`src/rtl/common_pkg.sv`:
```
// Shared definitions for the SPI controller slice: word width and controller states.
package common_pkg;

  localparam int DATA_WIDTH = 8;

  typedef enum logic [2:0] {
    IDLE,
    SETUP,
    SCK_LO,
    SCK_HI,
    HELD,
    CS_HOLD,
    CS_GAP
  } spi_ctl_state_t;

endpackage

```
`src/rtl/spi_sck_div.sv`:
```
// Loadable half-period counter: emits a one-cycle tick every DIV cycles while enabled.
module spi_sck_div #(
  parameter int DIV = 4
) (
  input  logic clk,
  input  logic reset_n,
  input  logic en,
  input  logic load,
  output logic tick
);

  localparam int CW = $clog2(DIV);
  localparam logic [CW-1:0] RELOAD = CW'(DIV - 1);

  logic [CW-1:0] cnt_q;

  // A load restarts the half period, so it suppresses a coincident tick.
  assign tick = en && !load && (cnt_q == '0);

  // Count DIV-1 down to 0, reloading on load or at each tick.
  always_ff @(posedge clk) begin
    if (!reset_n) begin
      cnt_q <= RELOAD;
    end else if (load || tick) begin
      cnt_q <= RELOAD;
    end else if (en) begin
      cnt_q <= cnt_q - CW'(1);
    end
  end

endmodule

```
`src/rtl/spi_controller.sv`:
```
// SPI mode 0 initiator: shifts one word MSB-first per request, captures SDI, drives CS_N/SCK.
module spi_controller
  import common_pkg::*;
#(
  parameter int SCK_DIV = 4
) (
  input  logic                  clk_i,
  input  logic                  reset_ni,
  input  logic                  start_i,
  input  logic                  hold_i,
  input  logic [DATA_WIDTH-1:0] data_i,
  output logic                  ready_o,
  output logic [DATA_WIDTH-1:0] data_o,
  output logic                  valid_o,
  output logic                  spi_cs_no,
  output logic                  spi_sck_o,
  output logic                  spi_sd_o,
  input  logic                  spi_sd_i
);

  localparam int BW = $clog2(DATA_WIDTH);
  localparam logic [BW-1:0] LAST_BIT = BW'(DATA_WIDTH - 1);

  spi_ctl_state_t state_q, state_d;
  logic [DATA_WIDTH-1:0] tx_q, tx_d, rx_q, rx_d, data_q, data_d;
  logic [BW-1:0] bit_q, bit_d;
  logic hold_q, hold_d;
  logic cs_q, cs_d, sck_q, sck_d, sd_q, sd_d;
  logic ready_q, ready_d, valid_q, valid_d;
  logic accept, div_en, div_load, tick;

  assign accept = start_i && ready_q;
  // HELD parks the divider so a restart or release begins a fresh half period.
  assign div_en = (state_q != IDLE) && (state_q != HELD);

  spi_sck_div #(.DIV(SCK_DIV)) u_div (
    .clk     (clk_i),
    .reset_n (reset_ni),
    .en      (div_en),
    .load    (div_load),
    .tick    (tick)
  );

  // Next-state and next-output logic; every pin is registered below.
  always_comb begin
    state_d  = state_q;
    tx_d     = tx_q;
    rx_d     = rx_q;
    data_d   = data_q;
    bit_d    = bit_q;
    hold_d   = hold_q;
    cs_d     = cs_q;
    sck_d    = sck_q;
    sd_d     = sd_q;
    ready_d  = ready_q;
    valid_d  = 1'b0;
    div_load = 1'b0;
    case (state_q)
      IDLE, HELD: begin
        if (accept) begin
          // A new request wins over a release in HELD; its own hold bit decides afterwards.
          state_d  = (state_q == IDLE) ? SETUP : SCK_LO;
          tx_d     = data_i;
          hold_d   = hold_i;
          ready_d  = 1'b0;
          cs_d     = 1'b0;
          sd_d     = data_i[DATA_WIDTH-1];
          bit_d    = '0;
          div_load = 1'b1;
        end else if (state_q == HELD && !hold_i) begin
          state_d  = CS_HOLD;
          ready_d  = 1'b0;
          div_load = 1'b1;
        end
      end
      SETUP, SCK_LO: begin
        if (tick) begin
          state_d = SCK_HI;
          sck_d   = 1'b1;
          rx_d    = {rx_q[DATA_WIDTH-2:0], spi_sd_i};
        end
      end
      SCK_HI: begin
        if (tick) begin
          sck_d = 1'b0;
          if (bit_q == LAST_BIT) begin
            bit_d   = '0;
            data_d  = rx_q;
            valid_d = 1'b1;
            if (hold_q) begin
              state_d = HELD;
              ready_d = 1'b1;
            end else begin
              state_d = CS_HOLD;
            end
          end else begin
            // SDO only moves on the falling edge, giving the peripheral a full low phase of setup.
            state_d = SCK_LO;
            bit_d   = bit_q + BW'(1);
            sd_d    = tx_q[DATA_WIDTH-2];
            tx_d    = {tx_q[DATA_WIDTH-2:0], 1'b0};
          end
        end
      end
      CS_HOLD: begin
        if (tick) begin
          state_d = CS_GAP;
          cs_d    = 1'b1;
        end
      end
      CS_GAP: begin
        if (tick) begin
          state_d = IDLE;
          ready_d = 1'b1;
        end
      end
      default: begin
        state_d = IDLE;
      end
    endcase
  end

  // Control and pin registers; reset aborts any word in progress on the same edge.
  always_ff @(posedge clk_i) begin
    if (!reset_ni) begin
      state_q <= IDLE;
      bit_q   <= '0;
      cs_q    <= 1'b1;
      sck_q   <= 1'b0;
      sd_q    <= 1'b0;
      ready_q <= 1'b1;
      valid_q <= 1'b0;
      data_q  <= '0;
    end else begin
      state_q <= state_d;
      bit_q   <= bit_d;
      cs_q    <= cs_d;
      sck_q   <= sck_d;
      sd_q    <= sd_d;
      ready_q <= ready_d;
      valid_q <= valid_d;
      data_q  <= data_d;
    end
  end

  // Shift registers and captured hold flag; only meaningful after an accept.
  always_ff @(posedge clk_i) begin
    tx_q   <= tx_d;
    rx_q   <= rx_d;
    hold_q <= hold_d;
  end

  assign ready_o   = ready_q;
  assign data_o    = data_q;
  assign valid_o   = valid_q;
  assign spi_cs_no = cs_q;
  assign spi_sck_o = sck_q;
  assign spi_sd_o  = sd_q;

endmodule

```
`config.mk`:
```
export PLATFORM = sky130hd
export DESIGN_NAME = spi_controller
export DESIGN_NICKNAME = d
export VERILOG_FILES = /design/src/rtl/common_pkg.sv /design/src/rtl/spi_sck_div.sv /design/src/rtl/spi_controller.sv
export SDC_FILE = /design/constraint.sdc
export NUM_CORES = 1
export LEC_CHECK = 0
export BUFFER_PORTS_ARGS = -buffer_cell sky130_fd_sc_hd__buf_2
export CAP_MARGIN = 20
export CORE_ASPECT_RATIO = 0.8
export CORE_MARGIN = 3
export CORE_UTILIZATION = 50
export CTS_CLUSTER_DIAMETER = 60
export DETAILED_ROUTE_END_ITERATION = 8
export HOLD_SLACK_MARGIN = 0.03
export PLACE_DENSITY = 0.82
export RECOVER_POWER = 25
export SKIP_LAST_GASP = 1
export SLEW_MARGIN = 30
export SYNTH_ARGS = -nofsm -noshare
export SYNTH_HDL_FRONTEND = slang
export SYNTH_HIERARCHICAL = 1
export SYNTH_SLANG_ARGS = --single-unit
export TNS_END_PERCENT = 30
```
`constraint.sdc`:
```
create_clock -name clk_i -period 2.1 [get_ports clk_i]
set_clock_uncertainty 0.1 [all_clocks]
set_input_delay 0.42 -clock clk_i [delete_from_list [all_inputs] [get_ports clk_i]]
set_output_delay 0.42 -clock clk_i [all_outputs]
set_load 0.1 [all_outputs]
```
==> Word-level counts from Yosys, hierarchy flattened <==
Index checks and enable logic that the tools add are counted.
{ "op_classes": {"n_eq_ne": 17, "n_div": 0, "multipliers": 0, "mux": 37, "n_bitwise": 1, "reduce_logical": 28, "n_addsub": 2, "magnitude_cmp": 0, "shift": 0} }
{ "op_table": {"columns": ["cell", "count"], "rows": [
  ["$mux 3", 10],
  ["$mux 7", 3],
  ["$mux 1", 16],
  ["$pmux 3 s5", 1],
  ["$reduce_and 3->1", 5],
  ["$pmux 7 s2", 1],
  ["$eq 3x3->1 const B", 4],
  ["$ne 2x1->1 const B", 4],
  ["$ne 2x2->1 const B", 4],
  ["$eq 3x2->1 const B", 2],
  ["$ne 3x3->1 const B", 2],
  ["$pmux 1 s2", 3],
  ["$pmux 3 s2", 1],
  ["$reduce_and 6->1", 1],
  ["$reduce_bool 2->1", 3],
  ["$reduce_bool 3->1", 2],
  ["$reduce_or 2->1", 3],
  ["$logic_and 1x1->1", 5],
  ["$reduce_and 5->1", 1],
  ["$reduce_and 2->1", 2],
  ["$reduce_and 4->1", 1],
  ["$add 3x1->3 const B", 1],
  ["$eq 3x1->1 const B", 1],
  ["$logic_not 3->1", 1],
  ["other kinds (7)", 8]
]} }
{ "totals": {"reg_bits": 37, "ram_bits": 0, "memories": 0, "romBits": 0, "latchBits": 0} }

==> Longest topological paths before layout <==
Gate-level depths: netlist of run 1.
{ "logic_depth": {"word_depth": 10, "depth_mapped": 9, "depth_no_buf": 7} }

==> Hierarchy <==
Netlist of run 1, hierarchy kept.
{ "by_module_without_submodules": {"columns": ["module", "cells_each", "n_inst", "area_per_inst_um2"], "rows": [
  ["spi_controller", 134, 1, 1547.7],
  ["spi_sck_div", 13, 1, 118.9]
]} }

==> Worst setup path before layout of run 1 <==
Ideal clock, no wire load.
{ "synth_timing": {"path_kind": "reg-to-reg", "start": "reg ready_q, in the netlist ready_o", "end": "reg tx_q[0] (enable)", "slack_ns": -0.490, "stages_incl_launch_ff": 7, "required_ns": 1.617, "n_path_buf": 1, "setup_ns": 0.383, "arrival_ns": 2.107, "path_cell_list": "dfxtp_1 > nand2_1 > a21oi_1 > and3b_2 > buf_4 > nand4b_4 > o21ai_0"} }
{ "synth_between": {"elab_chain_cells": 8} }
{ "synth_rtl": {"columns": ["element", "line", "text"], "rows": [
  ["start, declared", "spi_controller.sv:29", "logic ready_q, ready_d, valid_q, valid_d;"],
  ["start signal, assigned", "spi_controller.sv:140", "ready_q <= ready_d;"],
  ["$logic_and 1x1->1", "spi_controller.sv:32", "assign accept = start_i && ready_q;"],
  ["$mux 1", "spi_controller.sv:60", "if (accept) begin"],
  ["$mux 1", "spi_controller.sv:58", "case (state_q)"],
  ["via div_load", "spi_controller.sv:30", "logic accept, div_en, div_load, tick;"],
  ["$logic_not 1->1", "spi_sck_div.sv:18", "assign tick = en && !load && (cnt_q == '0);"],
  ["$logic_and 1x1->1 (2 in a row)", "spi_sck_div.sv:18", null],
  ["via tick", "spi_controller.sv:30", null],
  ["$ne 2x1->1 (no source line)", null, null],
  ["$reduce_and 4->1 (no source line)", null, null],
  ["end signal, assigned", "spi_controller.sv:148", "tx_q <= tx_d;"],
  ["end, declared", "spi_controller.sv:25", "logic [DATA_WIDTH-1:0] tx_q, tx_d, rx_q, rx_d, data_q, data_d;"]
]} }
The timed path passes the listed nets, and every way through them passes these cells.
A chain may end at the register's enable or synchronous reset.

==> Worst setup path in the final report of run 1 <==
{ "layout_timing": {"start": "reg state_q[1]", "end": "reg ready_q, in the netlist ready_o"} }
{ "layout_lines": {"columns": ["element", "line", "text"], "rows": [
  ["start, declared", "spi_controller.sv:24", "spi_ctl_state_t state_q, state_d;"],
  ["start signal, assigned", "spi_controller.sv:135", "state_q <= state_d;"],
  ["$ne 3x3->1 / $reduce_bool 3->1 (equally long branches)", "spi_controller.sv:34", "assign div_en = (state_q != IDLE) && (state_q != HELD);"],
  ["$logic_and 1x1->1 *", "spi_controller.sv:34", null],
  ["via div_en", "spi_controller.sv:30", null],
  ["$logic_and 1x1->1 * (2 in a row)", "spi_sck_div.sv:18", null],
  ["via tick", "spi_controller.sv:30", null],
  ["$ne 2x1->1 (no source line)", null, null],
  ["$reduce_and 6->1 (no source line) *", null, null]
]} }
The timed path passes the listed nets; every way through them passes the cells marked *.

==> results of run 1 <==
[worst paths after layout]
kind                                 to  cells after the start        from  slack, ns
worst min register to register  rx_q[2]                      0     rx_q[1]       0.36
worst max-delay path            ready_o                      8  state_q[1]       0.11
worst min-delay path            rx_q[0]                      1    spi_sd_i       0.22
worst max register to register  ready_o                      8  state_q[1]       0.11
[sequential cells by signal, summed over array words and instances (netlist names)]
register,flops
u_div/cnt_q,2
spi_cs_no,1
hold_q,1
ready_o,1
bit_q,3
tx_q,7
spi_sd_o,1
valid_o,1
spi_sck_o,1
state_q,3
data_o,8
rx_q,8
[logic make-up after synthesis]
kind of cell,share of synthesized area [%]
flops,54.1
buf+inv,5.26
simple gates,16.9
mux,4.65
xor+xnor,0.526
compound gates,15.6
fa+ha+maj,3.00
[per-layer routing]
metal / vias up / GRT usage [%] / share of wire [%]
li1: 601 / - / -
met1: 591 / 22.5 / 44
met2: 34 / 29.1 / 48
met3: 5 / 4.68 / 6.1
met4: 0 / 8.04 / 1.7
met5: - / 0 / 0
[repair_timing]
item,in CTS,in global routing
endpoints found under the setup margin,0,13
hold buffers,0,0
resized for setup,0,1
[layout by cell type, fill, tap and decap left out, drive strengths merged, types with 3 or more instances in the layout]
cell and n:
buf 31, dfxtp 21, edfxtp 16, a21oi 15, o21ai 15, nand3 11, clkbuf 9, inv 8
nand2 7, mux2 6, nor2 4, ha 4, a221oi 3, and3b 3
[area by class of cell]
type | instances | area, um2
clock buffers | 8 | 90.1
fillers | 254 | 1200
inverters | 8 | 30.0
multi-input cells | 94 | 676
flip-flops and latches | 37 | 905
well taps | 40 | 50.0
repair buffers | 32 | 178
[through the flow]
step           hold slack [ns]  setup TNS (ns)  instances  instance area [um2]
3_3_place_gp             0.334               0        211                 1840
3_5_place_dp             0.347               0        211                 1840
4_1_cts                  0.212               0        219                 1930
6_report                 0.219               0        219                 1930
5_1_grt                  0.212          -0.153        219                 1930
2_1_floorplan            0.326               0        147                 1670
[worst reg2reg max path, cell delays in order (launching register included)]
cell and delay (ns):
sky130_fd_sc_hd__dfxtp_1 0.32, sky130_fd_sc_hd__nor2_1 0.15, sky130_fd_sc_hd__inv_1 0.14, sky130_fd_sc_hd__a21oi_1 0.19, sky130_fd_sc_hd__and3b_2 0.29, sky130_fd_sc_hd__buf_4 0.17, sky130_fd_sc_hd__and4b_1 0.18, sky130_fd_sc_hd__a311oi_1 0.26
sky130_fd_sc_hd__o21ai_1 0.08
[power groups by stage]
stage,combinational [mW],clock (mW),sequential (mW)
global route,0.252,0.549,0.808
CTS,0.237,0.511,0.804
floorplan,0.125,0,0.877
global placement,0.228,0,0.818
detailed placement,0.236,0,0.819
finish,0.231,0.504,0.804
==> reports/metrics.csv, run 1 <==
stage,metric,value,unit
status,status,completed,
clock_tree,clk_transition_reported_paths,0.07,ns
worst_setup_path,critical_path_arrival,2.07,ns
flow_run,max_cap_viol_count,0,
yosys,yosys_most_used_dff,sky130_fd_sc_hd__dfxtp_1,
sta,timing.final.ws_setup,0.112,ns
die,design.core.area,3130,um2
grt,grt_max_degree,17,
yosys,synth_most_common_cell,sky130_fd_sc_hd__dfxtp_1,
sta,worst_slew_pin_slew,0.539,ns
yosys,postSynth.asyncResetShare,0,%
power,clock_power_share,32.7,%
yosys,post_synth_instance_area,1670,um2
die,row_count,18,
die,die_width,70.6,um
yosys,post_synth_inst_count,147,
worst_setup_path,crit_path_end_kind,register,
worst_setup_path,cpLargestDelayFamily,simple AND/OR/NAND/NOR gates,
sta,fmax,503,MHz
clock_tree,clkSinkCount,37,
drt,drtIter0Drc,133,
grt,grt_antenna_before_repair,0,
cells_and_area,layout-area-overhead-vs-synth,15.7,%
clock_tree,tritoncts,done,
worst_setup_path,critical_path.startpoint_type,register,
worst_hold_path,hp-class,input port to register,
grt,grt_pass1_wl,5630,um
worst_setup_path,timing.critical_path.fanout_max,8,
yosys,syn_avg_cell_area,11.3,um2
clock_tree,clock_latency,0.29,ns
drt,first_pass_iters,4,
power,netSwitchingPower,0.407,mW
grt,first_global_vias,1228,
yosys,synth_top_area_share,28.8,%
power,power.static_leakage,0.835,nW
worst_setup_path,cp_slowest_stage_delay,0.32,ns
yosys,post-synth-top-area-cell,sky130_fd_sc_hd__edfxtp_1,
cells_and_area,finalNetCount,195,
worst_setup_path,worst_path_max_delay_cell,sky130_fd_sc_hd__dfxtp_1,
placed_design,hpwlAfterDp,2370,um
yosys,synth.ff_latch_count,37,
clock_tree,root_buffer_cell,sky130_fd_sc_hd__clkbuf_8,
power,fin_total_pwr,1.54,mW
worst_setup_path,cp.buffers_inverters,2,
cells_and_area,drive_above_1_share,30.7,%
die,die-height,57.6,um
cells_and_area,count_of_inserted_antenna_diode_cells,0,
yosys,synth.yosys.warnings,6,
drt,antenna_violating_nets_post_route,0,
power,p_seq_share,52.2,%
drt,detailed_route_via_count,1231,
sta,final-hold-violation-count,0,
clock_tree,cts_htree_levels,2,
power,p_sw_share,26.4,%
sta,final.period_utilization,94.6,%
clock_tree,cts_post_setup_buffers_inserted,0,
sta,slew-limit-headroom,64.3,%
drt,post_drt_wl_per_cell,14.8,um
cells_and_area,final_util,61.6,%
die,floorplan.initialDensity,53.2,%
worst_setup_path,crit_required,2.18,ns
yosys,synth-edff-count,16,
clock_tree,cts_inserted_buffers,5,
yosys,yosys-top-cells-count,"sky130_fd_sc_hd__dfxtp_1, sky130_fd_sc_hd__edfxtp_1, sky130_fd_sc_hd__a21oi_1",
sta,timing_max_transition_violations_final,0,
power,p_int,1.13,mW
power,worst_ir_drop_vdd,344,uV
yosys,synthTopCellsByArea,"sky130_fd_sc_hd__edfxtp_1, sky130_fd_sc_hd__dfxtp_1, sky130_fd_sc_hd__a21oi_1",
die,top_level_ports,26,
drt,vias_per_instance,5.62,
sta,setup_viol,0,
clock_tree,cts.path.max_buffers,2,
sta,grt_setup_unrepaired,yes,
placed_design,number_of_input_and_output_port_buffers_inserted,25,
power,pwr_density_cell,798,nW/um2
yosys,synth.yosys.seq_area_share,54.1,%
placed_design,globalplace.congestion,0.803,
die,dieArea,4070,um2
worst_setup_path,criticalPathCategory,register to register,
power,comb_power_share,15.0,%
grt,grt_remaining_overflow,0,
grt,global_route.usage.total,17.8,%
drt,wirelength,3230,um
worst_setup_path,critical_path_cell_sequence,"nor2_1, inv_1, a21oi_1, and3b_2, buf_4, and4b_1, a311oi_1, o21ai_1",
drt,residual_drc,0,
yosys,synthDistinctLibCells,42,
sta,min_period,1.99,ns
placed_design,place_ws,0.0276,ns
yosys,mappedNetlistNets,164,
No activity file was read; power rests on OpenSTA's default activity.
==> inputs of run 2 (changes only) <==
--- a/config.mk
+++ b/config.mk
@@ -5,15 +5,16 @@
 export SDC_FILE = /design/constraint.sdc
 export NUM_CORES = 1
 export LEC_CHECK = 0
-export BUFFER_PORTS_ARGS = -buffer_cell sky130_fd_sc_hd__buf_2
+export BUFFER_PORTS_ARGS = -buffer_cell sky130_fd_sc_hd__buf_4
 export CAP_MARGIN = 20
 export CORE_ASPECT_RATIO = 0.8
 export CORE_MARGIN = 3
-export CORE_UTILIZATION = 50
+export CORE_UTILIZATION = 55
+export CTS_BUF_LIST = sky130_fd_sc_hd__clkbuf_2
 export CTS_CLUSTER_DIAMETER = 60
 export DETAILED_ROUTE_END_ITERATION = 8
 export HOLD_SLACK_MARGIN = 0.03
-export PLACE_DENSITY = 0.82
+export PLACE_DENSITY = 0.86
 export RECOVER_POWER = 25
 export SKIP_LAST_GASP = 1
 export SLEW_MARGIN = 30
==> constraint.sdc (replaced) <==
create_clock -name clk_i -period 2.08 [get_ports clk_i]
set_clock_uncertainty 0.1 [all_clocks]
set_input_delay 0.416 -clock clk_i [delete_from_list [all_inputs] [get_ports clk_i]]
set_output_delay 0.416 -clock clk_i [all_outputs]
set_load 0.1 [all_outputs]
==> reports/metrics.csv, run 2 (synthesis results as in run 1) <==
stage,metric,value,unit,change
status,status,completed,,unchanged
die,row_count,17,,was 18
drt,first_pass_iters,4,,unchanged
placed_design,globalplace.congestion,0.843,,was 0.803
cells_and_area,count_of_non_filler_cells_in_the_finished_layout,217,,was 219
grt,grt_pass1_wl,5200,um,was 5630 um
flow_run,max_cap_viol_count,0,,unchanged
grt,globalRouteMet3Util,8.13,%,was 4.68%
grt,grt_remaining_overflow,0,,unchanged
grt,grt_antenna_before_repair,0,,unchanged
worst_setup_path,crit_path_end_kind,register,,unchanged
drt,antenna_violating_nets_post_route,0,,unchanged
grt,grtUsageMet2,25.7,%,was 29.1%
sta,timing_max_transition_violations_final,0,,unchanged
placed_design,dp_cells,209,,was 211
clock_tree,cts_hold_buffers,0,,unchanged
drt,vias_per_instance,5.59,,was 5.62
sta,fmax,518,MHz,was 503 MHz
worst_setup_path,timing.critical_path.fanout_max,8,,unchanged
cells_and_area,layout-area-overhead-vs-synth,15.4,%,was 15.7%
sta,worst_slew_pin_slew,0.501,ns,was 0.539 ns
clock_tree,cts_htree_levels,2,,unchanged
clock_tree,clk_transition_reported_paths,0.17,ns,was 0.07 ns
clock_tree,clkSinkCount,37,,unchanged
cells_and_area,drive_above_1_share,31.8,%,was 30.7%
grt,first_global_vias,1094,,was 1228
grt,layer_with_the_highest_usage_after_global_routing,met1,,was met2
die,top_level_ports,26,,unchanged
placed_design,place_ws,-0.0398,ns,was 0.0276 ns
drt,post_drt_wl_per_cell,14.7,um,was 14.8 um
clock_tree,cts.path.max_buffers,2,,unchanged
clock_tree,ctsResizeCount,0,,unchanged
worst_hold_path,hp-class,input port to register,,unchanged
cells_and_area,commonest_cells_after_routing_fill_and_taps_aside,"sky130_fd_sc_hd__buf_4, sky130_fd_sc_hd__dfxtp_1, sky130_fd_sc_hd__edfxtp_1",,"was sky130_fd_sc_hd__buf_2, sky130_fd_sc_hd__dfxtp_1, sky130_fd_sc_hd__edfxtp_1"
drt,drtIter0Drc,62,,was 133
die,die-height,55.2,um,was 57.6 um
drt,residual_drc,0,,unchanged
worst_setup_path,critical_path.startpoint_type,register,,unchanged
placed_design,placed_area,1900,um2,was 1840 um2
worst_setup_path,critical_path_arrival,1.90,ns,was 2.07 ns
cells_and_area,layout.cells.most_common,sky130_fd_sc_hd__buf_4,,was sky130_fd_sc_hd__buf_2
sta,timing.final.ws_setup,0.151,ns,was 0.112 ns
cells_and_area,finalNetCount,195,,unchanged
grt,grt_use_met1,26.4,%,was 22.5%
clock_tree,tritoncts,done,,unchanged
sta,setup_viol,0,,unchanged
worst_setup_path,criticalPathCategory,register to register,,unchanged
cells_and_area,count_of_inserted_antenna_diode_cells,0,,unchanged
cells_and_area,fin_area,1920,um2,was 1930 um2
die,die_width,67.5,um,was 70.6 um
power,power.static_leakage,0.826,nW,was 0.835 nW
clock_tree,cts_inserted_buffers,5,,unchanged
clock_tree,cts_post_setup_buffers_inserted,0,,unchanged
placed_design,hpwlAfterDp,2320,um,was 2370 um
clock_tree,root_buffer_cell,sky130_fd_sc_hd__clkbuf_2,,was sky130_fd_sc_hd__clkbuf_8
die,design.core.area,2830,um2,was 3130 um2
grt,grt_max_degree,17,,unchanged
sta,grt_setup_unrepaired,no,,was yes
sta,min_period,1.93,ns,was 1.99 ns
drt,detailed_route_via_count,1212,,was 1231
grt,global_route.usage.total,18.8,%,was 17.8%
sta,final-hold-violation-count,0,,unchanged
clock_tree,clock_latency,0.38,ns,was 0.29 ns
power,worst_ir_drop_vdd,379,uV,was 344 uV
sta,final.period_utilization,92.7,%,was 94.6%
sta,slew-limit-headroom,66.6,%,was 64.3%
placed_design,number_of_input_and_output_port_buffers_inserted,25,,unchanged
worst_setup_path,crit_required,2.05,ns,was 2.18 ns
drt,wirelength,3190,um,was 3230 um
power,pwr_density_cell,707,nW/um2,was 798 nW/um2
die,dieArea,3730,um2,was 4070 um2
die,floorplan.initialDensity,58.9,%,was 53.2%
-- run 2: per-stage QoR --
| stage | util, % | hold slack [ns] | TNS (ns) | total power, mW |
|---|---|---|---|---|
| after global placement | 67.3 | 0.350 | 0 | 1.07 |
| after floorplan | - | 0.326 | 0 | 1.01 |
| after global routing | 68.0 | 0.0571 | 0 | 1.44 |
| final | 68.0 | 0.116 | 0 | 1.36 |
| after CTS | 68.7 | 0.0768 | 0 | 1.38 |
| after detailed placement | 67.3 | 0.340 | -0.0398 | 1.08 |
-- run 2: worst paths after layout --
check             slack, ns  depth (start not counted)        from  endpoint
hold / removal         0.12                          1    spi_sd_i   rx_q[0]
hold reg to reg        0.37                          0     rx_q[2]   rx_q[3]
setup / recovery       0.15                          6  state_q[1]   rx_q[2]
setup reg to reg       0.15                          6  state_q[1]   rx_q[2]
-- run 2: critical path, cell delays in order, from the launching register on --
cell                      delay, ns
sky130_fd_sc_hd__dfxtp_1       0.39
sky130_fd_sc_hd__nor2_2        0.06
sky130_fd_sc_hd__inv_2         0.11
sky130_fd_sc_hd__a21oi_2       0.05
sky130_fd_sc_hd__and3b_2       0.31
sky130_fd_sc_hd__nor2b_1       0.22
sky130_fd_sc_hd__and2_1        0.37
-- run 2: cell type report --
type / count / area [um2]
clock inverter: 1 / 3.75
clock buffer: 7 / 35.0
sequential: 37 / 905
inverter: 8 / 30.0
multi-input combinational: 94 / 664
fill: 215 / 906
tap: 38 / 47.5
timing repair buffer: 32 / 238
-- run 2: layer usage --
| metal | routed length (um) | part of all wire [%] |
|---|---|---|
| met1 | 1510 | 47 |
| met5 | 0 | 0 |
| met4 | 20 | 0.63 |
| met2 | 1460 | 46 |
| met3 | 201 | 6.3 |
-- run 2: power breakdown --
| part | internal (mW) | switching (mW) |
|---|---|---|
| logic | 0.0850 | 0.155 |
| registers | 0.794 | 0.0175 |
| clock network | 0.0900 | 0.218 |
